`config.mk`:
```
export PLATFORM = sky130hd
export DESIGN_NAME = snes_bus_monitor
export DESIGN_NICKNAME = d
export VERILOG_FILES = /design/src/rtl/snes_bus_monitor.sv
export SDC_FILE = /design/constraint.sdc
export NUM_CORES = 1
export LEC_CHECK = 0
export BUFFER_PORTS_ARGS = -buffer_cell sky130_fd_sc_hd__buf_2
export CORE_ASPECT_RATIO = 1.25
export CORE_UTILIZATION = 60
export CTS_CLUSTER_DIAMETER = 120
export DETAILED_ROUTE_END_ITERATION = 10
export GPL_TIMING_DRIVEN = 0
export HOLD_SLACK_MARGIN = 0.15
export PLACE_DENSITY_LB_ADDON = 0.15
export REMOVE_ABC_BUFFERS = 1
export SYNTH_ARGS = -nofsm -noshare
export SYNTH_HDL_FRONTEND = slang
export SYNTH_SLANG_ARGS = --single-unit
```
`constraint.sdc`:
```
create_clock -name clk -period 6.37 [get_ports clk]
set_input_delay 0.9555 -clock clk [delete_from_list [all_inputs] [get_ports clk]]
set_output_delay 0.9555 -clock clk [all_outputs]
set_load 0.005 [all_outputs]
```
`src/rtl/snes_bus_monitor.sv`:
```
`timescale 1ns/1ps
`default_nettype none
// ============================================================================
// Module      : snes_bus_monitor
// Description : Settle/latch synchroniser for the raw asynchronous SNES
//               cartridge-edge address/data bus, running in the 40 MHz clk
//               domain. It synchronises the address bus and detects address
//               switches. Once the bus has settled, it latches address and
//               data, raises per-slot address match strobes and queues every
//               capture into a small valid/ready FIFO with a sticky
//               overflow flag.
// Revision    : 1.0 - initial parametrised release
// ----------------------------------------------------------------------------
// Ports
//   clk          in   1            40 MHz board clock
//   rst_n        in   1            asynchronous active-low reset
//   PA           in   AW           raw SNES address bus (asynchronous)
//   D            in   DW           raw SNES data bus (asynchronous)
//   match_addr   in   NMATCH*AW    match addresses, slot i at [i*AW +: AW]
//   match_en     in   NMATCH       per-slot match enable
//   PA_sync      out  AW           last synchroniser stage of the address
//   PA_cap       out  AW           address captured at the latch point
//   D_cap        out  DW           data captured at the latch point
//   event_latch  out  1            capture valid, bus still in quiet window
//   latch_strobe out  1            one-cycle pulse, the cycle after capture
//   hit          out  NMATCH       per-slot match pulse, aligned to strobe
//   fifo_valid   out  1            capture FIFO non-empty
//   fifo_addr    out  AW           head entry address (0 when empty)
//   fifo_data    out  DW           head entry data (0 when empty)
//   fifo_ready   in   1            pop head when fifo_valid && fifo_ready
//   fifo_ovf     out  1            sticky: a capture was dropped on full FIFO
//   ovf_clr      in   1            clears fifo_ovf (a new overflow wins)
// ============================================================================
module snes_bus_monitor #(
    parameter int AW          = 8,
    parameter int DW          = 8,
    parameter int SYNC_STAGES = 3,
    parameter int HOLDOFF     = 5,
    parameter int LATCH_DLY   = 5,
    parameter int QUIET_CNT   = 18,
    parameter int CW          = 5,
    parameter int NMATCH      = 2,
    parameter int FIFO_DEPTH  = 4
) (
    input  logic                 clk,
    input  logic                 rst_n,
    input  logic [AW-1:0]        PA,
    input  logic [DW-1:0]        D,
    input  logic [NMATCH*AW-1:0] match_addr,
    input  logic [NMATCH-1:0]    match_en,
    output logic [AW-1:0]        PA_sync,
    output logic [AW-1:0]        PA_cap,
    output logic [DW-1:0]        D_cap,
    output logic                 event_latch,
    output logic                 latch_strobe,
    output logic [NMATCH-1:0]    hit,
    output logic                 fifo_valid,
    output logic [AW-1:0]        fifo_addr,
    output logic [DW-1:0]        fifo_data,
    input  logic                 fifo_ready,
    output logic                 fifo_ovf,
    input  logic                 ovf_clr
);

    localparam int PW = $clog2(FIFO_DEPTH);

    localparam logic [CW-1:0] CNT_HOLDOFF = CW'(HOLDOFF);
    localparam logic [CW-1:0] CNT_LATCH   = CW'(LATCH_DLY);
    localparam logic [CW-1:0] CNT_QUIET   = CW'(QUIET_CNT);

    // ------------------------------------------------------------------
    // Elaboration-time parameter sanity
    // ------------------------------------------------------------------
    if (!((HOLDOFF <= LATCH_DLY) && (LATCH_DLY < QUIET_CNT) &&
          (QUIET_CNT < (1 << CW)) && (SYNC_STAGES >= 2) &&
          (FIFO_DEPTH >= 2) && ((1 << PW) == FIFO_DEPTH))) begin : g_param_check
        $error("snes_bus_monitor: illegal parameter combination");
    end

    // ------------------------------------------------------------------
    // Address synchroniser / compare pipeline and data double-flop
    // ------------------------------------------------------------------
    logic [AW-1:0] sync_q [SYNC_STAGES];
    logic [DW-1:0] d1;
    logic [DW-1:0] d2;

    always_ff @(posedge clk or negedge rst_n) begin
        if (!rst_n) begin
            for (int k = 0; k < SYNC_STAGES; k++) begin
                sync_q[k] <= '0;
            end
            d1 <= '0;
            d2 <= '0;
        end else begin
            sync_q[0] <= PA;
            for (int k = 1; k < SYNC_STAGES; k++) begin
                sync_q[k] <= sync_q[k-1];
            end
            d1 <= D;
            d2 <= d1;
        end
    end

    assign PA_sync = sync_q[SYNC_STAGES-1];

    // The bus counts as settled only when every pipeline stage agrees; the
    // raw PA pins never take part in the comparison, so metastable samples
    // in stage 0 can only ever look like a change, never like stability.
    logic stable;
    logic change;

    always_comb begin
        stable = 1'b1;
        for (int k = 1; k < SYNC_STAGES; k++) begin
            if (sync_q[k] != sync_q[0]) begin
                stable = 1'b0;
            end
        end
    end

    assign change = ~stable;

    // ------------------------------------------------------------------
    // Per-slot address match, evaluated on the value being captured so the
    // registered hit lines up with the new PA_cap.
    // ------------------------------------------------------------------
    logic [NMATCH-1:0] slot_hit;

    for (genvar i = 0; i < NMATCH; i++) begin : g_match
        assign slot_hit[i] = match_en[i] && (PA_sync == match_addr[i*AW +: AW]);
    end

    // ------------------------------------------------------------------
    // Settle FSM
    // ------------------------------------------------------------------
    typedef enum logic [1:0] {
        IN_SYNC     = 2'b00,
        OUT_OF_SYNC = 2'b01
    } state_t;

    state_t        state;
    logic [CW-1:0] cnt;
    logic          accept_change;
    logic          capture;

    // A change is only honoured once the bus has been settled past the
    // holdoff window; earlier changes are treated as glitches and the count
    // simply keeps running.
    assign accept_change = change && (cnt > CNT_HOLDOFF);
    assign capture       = (state == IN_SYNC) && !accept_change && (cnt == CNT_LATCH);

    always_ff @(posedge clk or negedge rst_n) begin
        if (!rst_n) begin
            state        <= IN_SYNC;
            cnt          <= '0;
            event_latch  <= 1'b0;
            latch_strobe <= 1'b0;
            hit          <= '0;
            PA_cap       <= '0;
            D_cap        <= '0;
        end else begin
            latch_strobe <= 1'b0;
            hit          <= '0;
            case (state)
                IN_SYNC: begin
                    if (accept_change) begin
                        state       <= OUT_OF_SYNC;
                        cnt         <= '0;
                        event_latch <= 1'b0;
                    end else begin
                        // Saturation at QUIET_CNT guarantees a single
                        // capture per settle: LATCH_DLY is only revisited
                        // after the counter is cleared by a new change.
                        if (cnt != CNT_QUIET) begin
                            cnt <= cnt + CW'(1);
                        end
                        if (capture) begin
                            PA_cap       <= PA_sync;
                            D_cap        <= d2;
                            event_latch  <= 1'b1;
                            latch_strobe <= 1'b1;
                            hit          <= slot_hit;
                        end else if (cnt == CNT_QUIET) begin
                            event_latch <= 1'b0;
                        end
                    end
                end
                OUT_OF_SYNC: begin
                    cnt         <= '0;
                    event_latch <= 1'b0;
                    if (stable) begin
                        state <= IN_SYNC;
                    end
                end
                default: begin
                    state       <= IN_SYNC;
                    cnt         <= '0;
                    event_latch <= 1'b0;
                end
            endcase
        end
    end

    // ------------------------------------------------------------------
    // Capture FIFO. Pointers carry one extra wrap bit so full and empty are
    // distinguishable without a separate occupancy counter.
    // ------------------------------------------------------------------
    logic [AW-1:0] mem_addr [FIFO_DEPTH];
    logic [DW-1:0] mem_data [FIFO_DEPTH];
    logic [PW:0]   wr_ptr;
    logic [PW:0]   rd_ptr;
    logic          empty;
    logic          full;
    logic          pop;
    logic          push;

    assign empty = (wr_ptr == rd_ptr);
    assign full  = (wr_ptr[PW] != rd_ptr[PW]) && (wr_ptr[PW-1:0] == rd_ptr[PW-1:0]);
    assign pop   = !empty && fifo_ready;
    // On a full FIFO a simultaneous pop frees the head slot this very edge,
    // so the push writes into the slot being vacated.
    assign push  = capture && (!full || pop);

    always_ff @(posedge clk or negedge rst_n) begin
        if (!rst_n) begin
            wr_ptr   <= '0;
            rd_ptr   <= '0;
            fifo_ovf <= 1'b0;
        end else begin
            if (push) begin
                wr_ptr <= wr_ptr + (PW+1)'(1);
            end
            if (pop) begin
                rd_ptr <= rd_ptr + (PW+1)'(1);
            end
            if (capture && full && !pop) begin
                fifo_ovf <= 1'b1;
            end else if (ovf_clr) begin
                fifo_ovf <= 1'b0;
            end
        end
    end

    // Storage carries no reset; the head is masked while the FIFO is empty.
    always_ff @(posedge clk) begin
        if (push) begin
            mem_addr[wr_ptr[PW-1:0]] <= PA_sync;
            mem_data[wr_ptr[PW-1:0]] <= d2;
        end
    end

    assign fifo_valid = !empty;
    assign fifo_addr  = fifo_valid ? mem_addr[rd_ptr[PW-1:0]] : '0;
    assign fifo_data  = fifo_valid ? mem_data[rd_ptr[PW-1:0]] : '0;

endmodule
`default_nettype wire
```
# Word level (Yosys, flattened, before mapping)

Memories as Yosys holds them, arrays and structs flattened.
Cells that the tools add are included.

$add $sub $neg: 3
Order comparisons: 1
Equality and inequality tests: 15
Muxes and demuxes: 24
Bitwise gates (word level): 2
Reduce and logical (&&, ||, !) cells: 19

Operators by type and width:

| cell                                                                  | number |
|---|---|
| 8-bit equality test                                                   | 2 |
| 8-bit two-way mux                                                     | 2 |
| 8-bit != test                                                         | 2 |
| 5-bit two-way mux                                                     | 3 |
| 1-bit two-way mux                                                     | 13 |
| 1-bit logical AND                                                     | 10 |
| 2-bit two-way mux                                                     | 5 |
| 3-bit by 1-bit adder with 3-bit output, second input constant         | 2 |
| 5-bit by 1-bit adder with 5-bit output, second input constant         | 1 |
| 5-bit by 3-bit equality test with 1-bit output, second input constant | 1 |
| 5-bit equality test, second input constant                            | 1 |
| 5-bit by 3-bit > comparator with 1-bit output, second input constant  | 1 |
| 5-bit != test, second input constant                                  | 1 |
| 1-bit zero test                                                       | 4 |
| 2-bit != test, second input constant                                  | 2 |
| 4-bit by 3-bit != test with 1-bit output, second input constant       | 1 |
| 2-bit one-hot mux with 2 select lines                                 | 1 |
| 3-bit equality test                                                   | 1 |
| 3-bit by 2-bit != test with 1-bit output, second input constant       | 1 |
| 3-bit AND reduction                                                   | 1 |
| 2-bit by 1-bit equality test with 1-bit output, second input constant | 1 |
| 2-bit equality test                                                   | 1 |
| 2-bit zero test                                                       | 1 |
| 1-bit inverter                                                        | 2 |
| other kinds (4)                                                       | 4 |

Bits in registers: 74
Bits in writable memories: 64
Input port bits: 38
Output and inout bits: 46
Word-level logic and storage cells: 81
Memories: 2

Memories:

| name     | depth | width | rd ports | clocked after Yosys merged registers in | wr ports | line | text |
|---|---|---|---|---|---|---|---|
| mem_addr | 4     | 8     | 1        | 0                                       | 1        | 208  | `logic [AW-1:0] mem_addr [FIFO_DEPTH];` |
| mem_data | 4     | 8     | 1        | 0                                       | 1        | 209  | `logic [DW-1:0] mem_data [FIFO_DEPTH];` |

# Depth between registers and ports, before layout

Word-level depth: 11
Gate-level depth with buffers: 7

# Worst setup path before layout

No wires, ideal clock.

Path type: register to output
Start point: register rd_ptr[0]
End point: output fifo_addr[2]
Arrival time: 1.508 ns
Data required time: 5.414 ns
Setup slack: 3.906 ns
Cell stages (with the launch flop): 5
Cells stage by stage: dfrtp_1 -> buf_4 -> buf_2 -> mux4_2 -> and2_1

Word-level cells in the longest chain between the ends: 2
Elaborated cells on any way between the ends: 3
Those cells by class: eq/ne: 1; mux: 1; memory: 1

Ends and longest elaborated chain:

| element                                                        | line | text |
|---|---|---|
| start: declaration                                             | 211  | `logic [PW:0] rd_ptr;` |
| start signal: assignment                                       | 234  | `rd_ptr <= rd_ptr + (PW+1)'(1);` |
| memory 4 x 8 bit / 3-bit equality test (equally long branches) | --   |  |
| 8-bit two-way mux *                                            | 253  | `assign fifo_addr = fifo_valid ? mem_addr[rd_ptr[PW-1:0]] : '0;` |
| end: declaration                                               | 58   | `output logic [AW-1:0] fifo_addr,` |

Mark *: on every way between the ends. The rest lies on a longest branch, timed or not.

# Worst setup path in the final report

Start point: register rd_ptr[0]
End point: output fifo_addr[0]

Same word-level chain as after synthesis.

==> impl_metrics.env <==
export IMPL_syn_cell_area_um2=5260
export IMPL_core_area_um2=8379
export IMPL_vdd_drop_max_mv=0.2485
export IMPL_cts_tree="done"
export IMPL_cts_root_buf="clkbuf_8"
export IMPL_dieHeight_um=106.7
export IMPL_synth_largest_area_cell="edfxtp_1"
export IMPL_drive_gt1_frac=0.3366
export IMPL_seqCellArea_um2=3749
export IMPL_ys_seq_area_frac=0.7127
export IMPL_synth_ff_type="dfrtp_1"
export IMPL_yosysWarnings=0
export IMPL_initial_core_util=0.6277
export IMPL_syn_instance_count=309
export IMPL_die_w_um=85.75
export IMPL_crit_required_ns=5.41
export IMPL_cp_start_kind="register"
export IMPL_viasPerCell=5.481
export IMPL_n_antenna_cell=0
export IMPL_place_inst=493
export IMPL_setup_violations_final=0
export IMPL_reg2regPathDepth=6
export IMPL_ant_nets=0
export IMPL_leakagePower_nw=2.519
export IMPL_crit_type="register to primary output"
export IMPL_clk_latency_ns=0.51
export IMPL_yosys_register_bits=137
export IMPL_avgSynthCellArea_um2=17.02
export IMPL_max_cap_violations=0
export IMPL_syn2layout_area_growth_pct=19.58
export IMPL_rsz0062_at_grt="no"
export IMPL_io_buffers=83
export IMPL_gp_congestion=0.7901
export IMPL_die_area_um2=9148
export IMPL_critical_path_startpoint="rd_ptr[0]"
export IMPL_overflow=0
export IMPL_critPathMaxFanout=19
export IMPL_ctsResizeCount=0
export IMPL_drt_wl_total_mm=9.594
export IMPL_grt_pass1_wl_mm=15.54
export IMPL_r2r_start="cnt[1]"
export IMPL_wl_per_cell_um=18.31
export IMPL_io_pins=84
export IMPL_placedInstanceArea_um2=5729
export IMPL_synth_area_leaders="edfxtp_1 37%, dfrtp_1 35%, mux4_2 6.9%"
export IMPL_grt_pass1_vias=2972
export IMPL_fin_crit_sh=0.6162
export IMPL_grt_usage=0.2379
export IMPL_h_tree_depth=4
export IMPL_numCtsBuffers=17
export IMPL_fin_cells=524
export IMPL_hold_buffers=0
export IMPL_rows=37
export IMPL_hold_viol_final=0
export IMPL_antenna_found_initial=0
export IMPL_max_slew_margin=0.2226
export IMPL_synthSimpleGateAreaFrac=0.07897
export IMPL_crit_path_end="fifo_addr[0]"
export IMPL_status="complete, no violations"
export IMPL_cts_buffer_depth=2
export IMPL_synth_distinct_cells=34
export IMPL_synth_top_family_by_area="multiplexers"
export IMPL_nFillCells=516
export IMPL_drv_slew=0
export IMPL_worst_setup_path_end_kind="primary output"
export IMPL_synthMostInstantiatedCell="dfrtp_1"
export IMPL_power_density_nw_per_um2=363.7
export IMPL_synthArstFlopShare=0.5328
export IMPL_multi_input_area_um2=1379
export IMPL_rrSetupSlack_ns=3.44
export IMPL_synth_xor_area_frac=0.04496
export IMPL_synthTopCellsByCount="73 x dfrtp_1, 64 x edfxtp_1, 23 x xnor2_1"
export IMPL_synth_top_cell_area_share=0.3654
export IMPL_synth_enable_flop_cells=64
export IMPL_clock_sinks=137
export IMPL_synth_fa_ha_area_frac=0.01903
export IMPL_place_hpwl_mm=5.652
export IMPL_crit_path_top_delay_cell="dfrtp_1"
export IMPL_max_freq_ghz=0.2548
export IMPL_stdcell_area_um2=6290
export IMPL_cp_data_arrival_time_ns=2.97
export IMPL_fin_nets=441
export IMPL_fin_ws_ns=2.445
export IMPL_hold_class="register to register"
export IMPL_critical_path_max_stage_delay_ns=1.12
export IMPL_synth_mux_area_frac=0.1049
export IMPL_drt_initial_drc_count=143
export IMPL_postCtsSetupRepairBufs=0
export IMPL_fin_skew_ns=0.006183
export IMPL_final_util=0.7506
export IMPL_pre_cts_ws_ns=2.955
export IMPL_grt_max_degree=74
export IMPL_tns_ns=0
export IMPL_synth_compound_area_share=0.01427
export IMPL_drcViolationCount=0
export IMPL_dr_pass1_iters=4
export IMPL_vias=2872
export IMPL_clkTransAtPathRegs_ns=0.06
export IMPL_hp_start="d1[6]"
export IMPL_path_cells="xnor2_1 > nand3b_1 > and2_1 > buf_2"
export IMPL_post_route_min_period_ns=3.925
export IMPL_r2r_end="mem_data[3][5]"
export IMPL_tightest_slew_ns=1.166
power breakdown:
part	internal, W	switching (W)	leakage [nW]	total [W]
sequential	0.000956	0.0000847	1.45	0.00104
clock	0.000581	0.000336	0.280	0.000916
combinational	0.000210	0.000121	0.791	0.000330
total	0.00175	0.000541	2.52	0.00229
logic make-up after synthesis:
| family | after synthesis |
|---|---|
| flip-flops | 137 |
| AND/OR/NAND/NOR | 68 |
| multiplexers | 33 |
| XOR/XNOR | 27 |
| buffers and inverters | 24 |
| AO/OA/AOI/OAI | 12 |
| adder cells (fa/ha/maj) | 8 |
through the flow:
step                hold WS [ns]  total power [W]
global placement          0.3316         0.001376
finish                    0.3425         0.002287
CTS                       0.3443         0.002307
global route              0.3555         0.002376
detailed placement        0.3355         0.001385
floorplan                 0.3312         0.001238
worst min-delay path by stage:
stage	endpoint	cells past startpoint	slack (ns)
finish	d2[6]	0	0.34
global route	d2[5]	0	0.36
CTS	d2[6]	0	0.34
detailed placement	d2[2]	0	0.34
global placement	d2[4]	0	0.33
floorplan	d2[0]	0	0.33
cells in the final DEF (no fill, tap or decap), drive strengths merged:
master / Yosys / routed
nor3b: 1 / 1
edfxtp: 64 / 64
clkinv: 0 / 6
and4bb: 1 / 1
buf: 14 / 84
dfrtp: 73 / 73
o21ai: 4 / 4
xnor2: 23 / 23
clkbuf: 3 / 22
and3: 12 / 12
mux2: 17 / 17
nand3b: 1 / 1
a21oi: 1 / 1
nand4: 2 / 2
o41a: 1 / 1
o22ai: 5 / 5
o21a: 1 / 1
bufinv: 0 / 2
mux4: 16 / 16
ha: 8 / 8
nand3: 8 / 8
nand4b: 1 / 1
nand2: 2 / 2
nor2: 4 / 4
nor3: 15 / 15
nor4: 2 / 2
nand2b: 1 / 1
or4: 1 / 1
clkinvlp: 0 / 1
inv: 7 / 7
xor2: 4 / 4
and2: 17 / 17
area by class of cell:
| class | instances | area share |
|---|---|---|
| inverter | 7 | 0.004177 |
| clock inverter | 9 | 0.01552 |
| tap | 117 | 0.02327 |
| sequential | 137 | 0.5960 |
| clock buffer | 22 | 0.07360 |
| multi-input combinational | 148 | 0.2192 |
| timing repair buffer | 84 | 0.06823 |
critical path, delay by kind of cell (launching register included):
kind / cells / cell delay (ns)
XOR/XNOR: 1 / 0.22
buffers and inverters: 1 / 0.14
flip-flops: 1 / 1.12
AND/OR/NAND/NOR: 2 / 0.98
routing by layer:
layer / wire [um] / track usage
met1: 3914 / 0.2984
met2: 5196 / 0.4074
met3: 381 / 0.05620
met4: 101 / 0.08452
met5: 0 / 0
registers in the layout, indices dropped and copies added (netlist names):
name and cells:
mem_addr 32, mem_data 32, sync_q 16, D_cap 8, PA_cap 8, PA_sync 8
d1 8, d2 8, cnt 5, rd_ptr 3, wr_ptr 3, hit 2
event_latch 1, fifo_ovf 1, latch_strobe 1, state 1
Power figures use the tool's default switching activity.
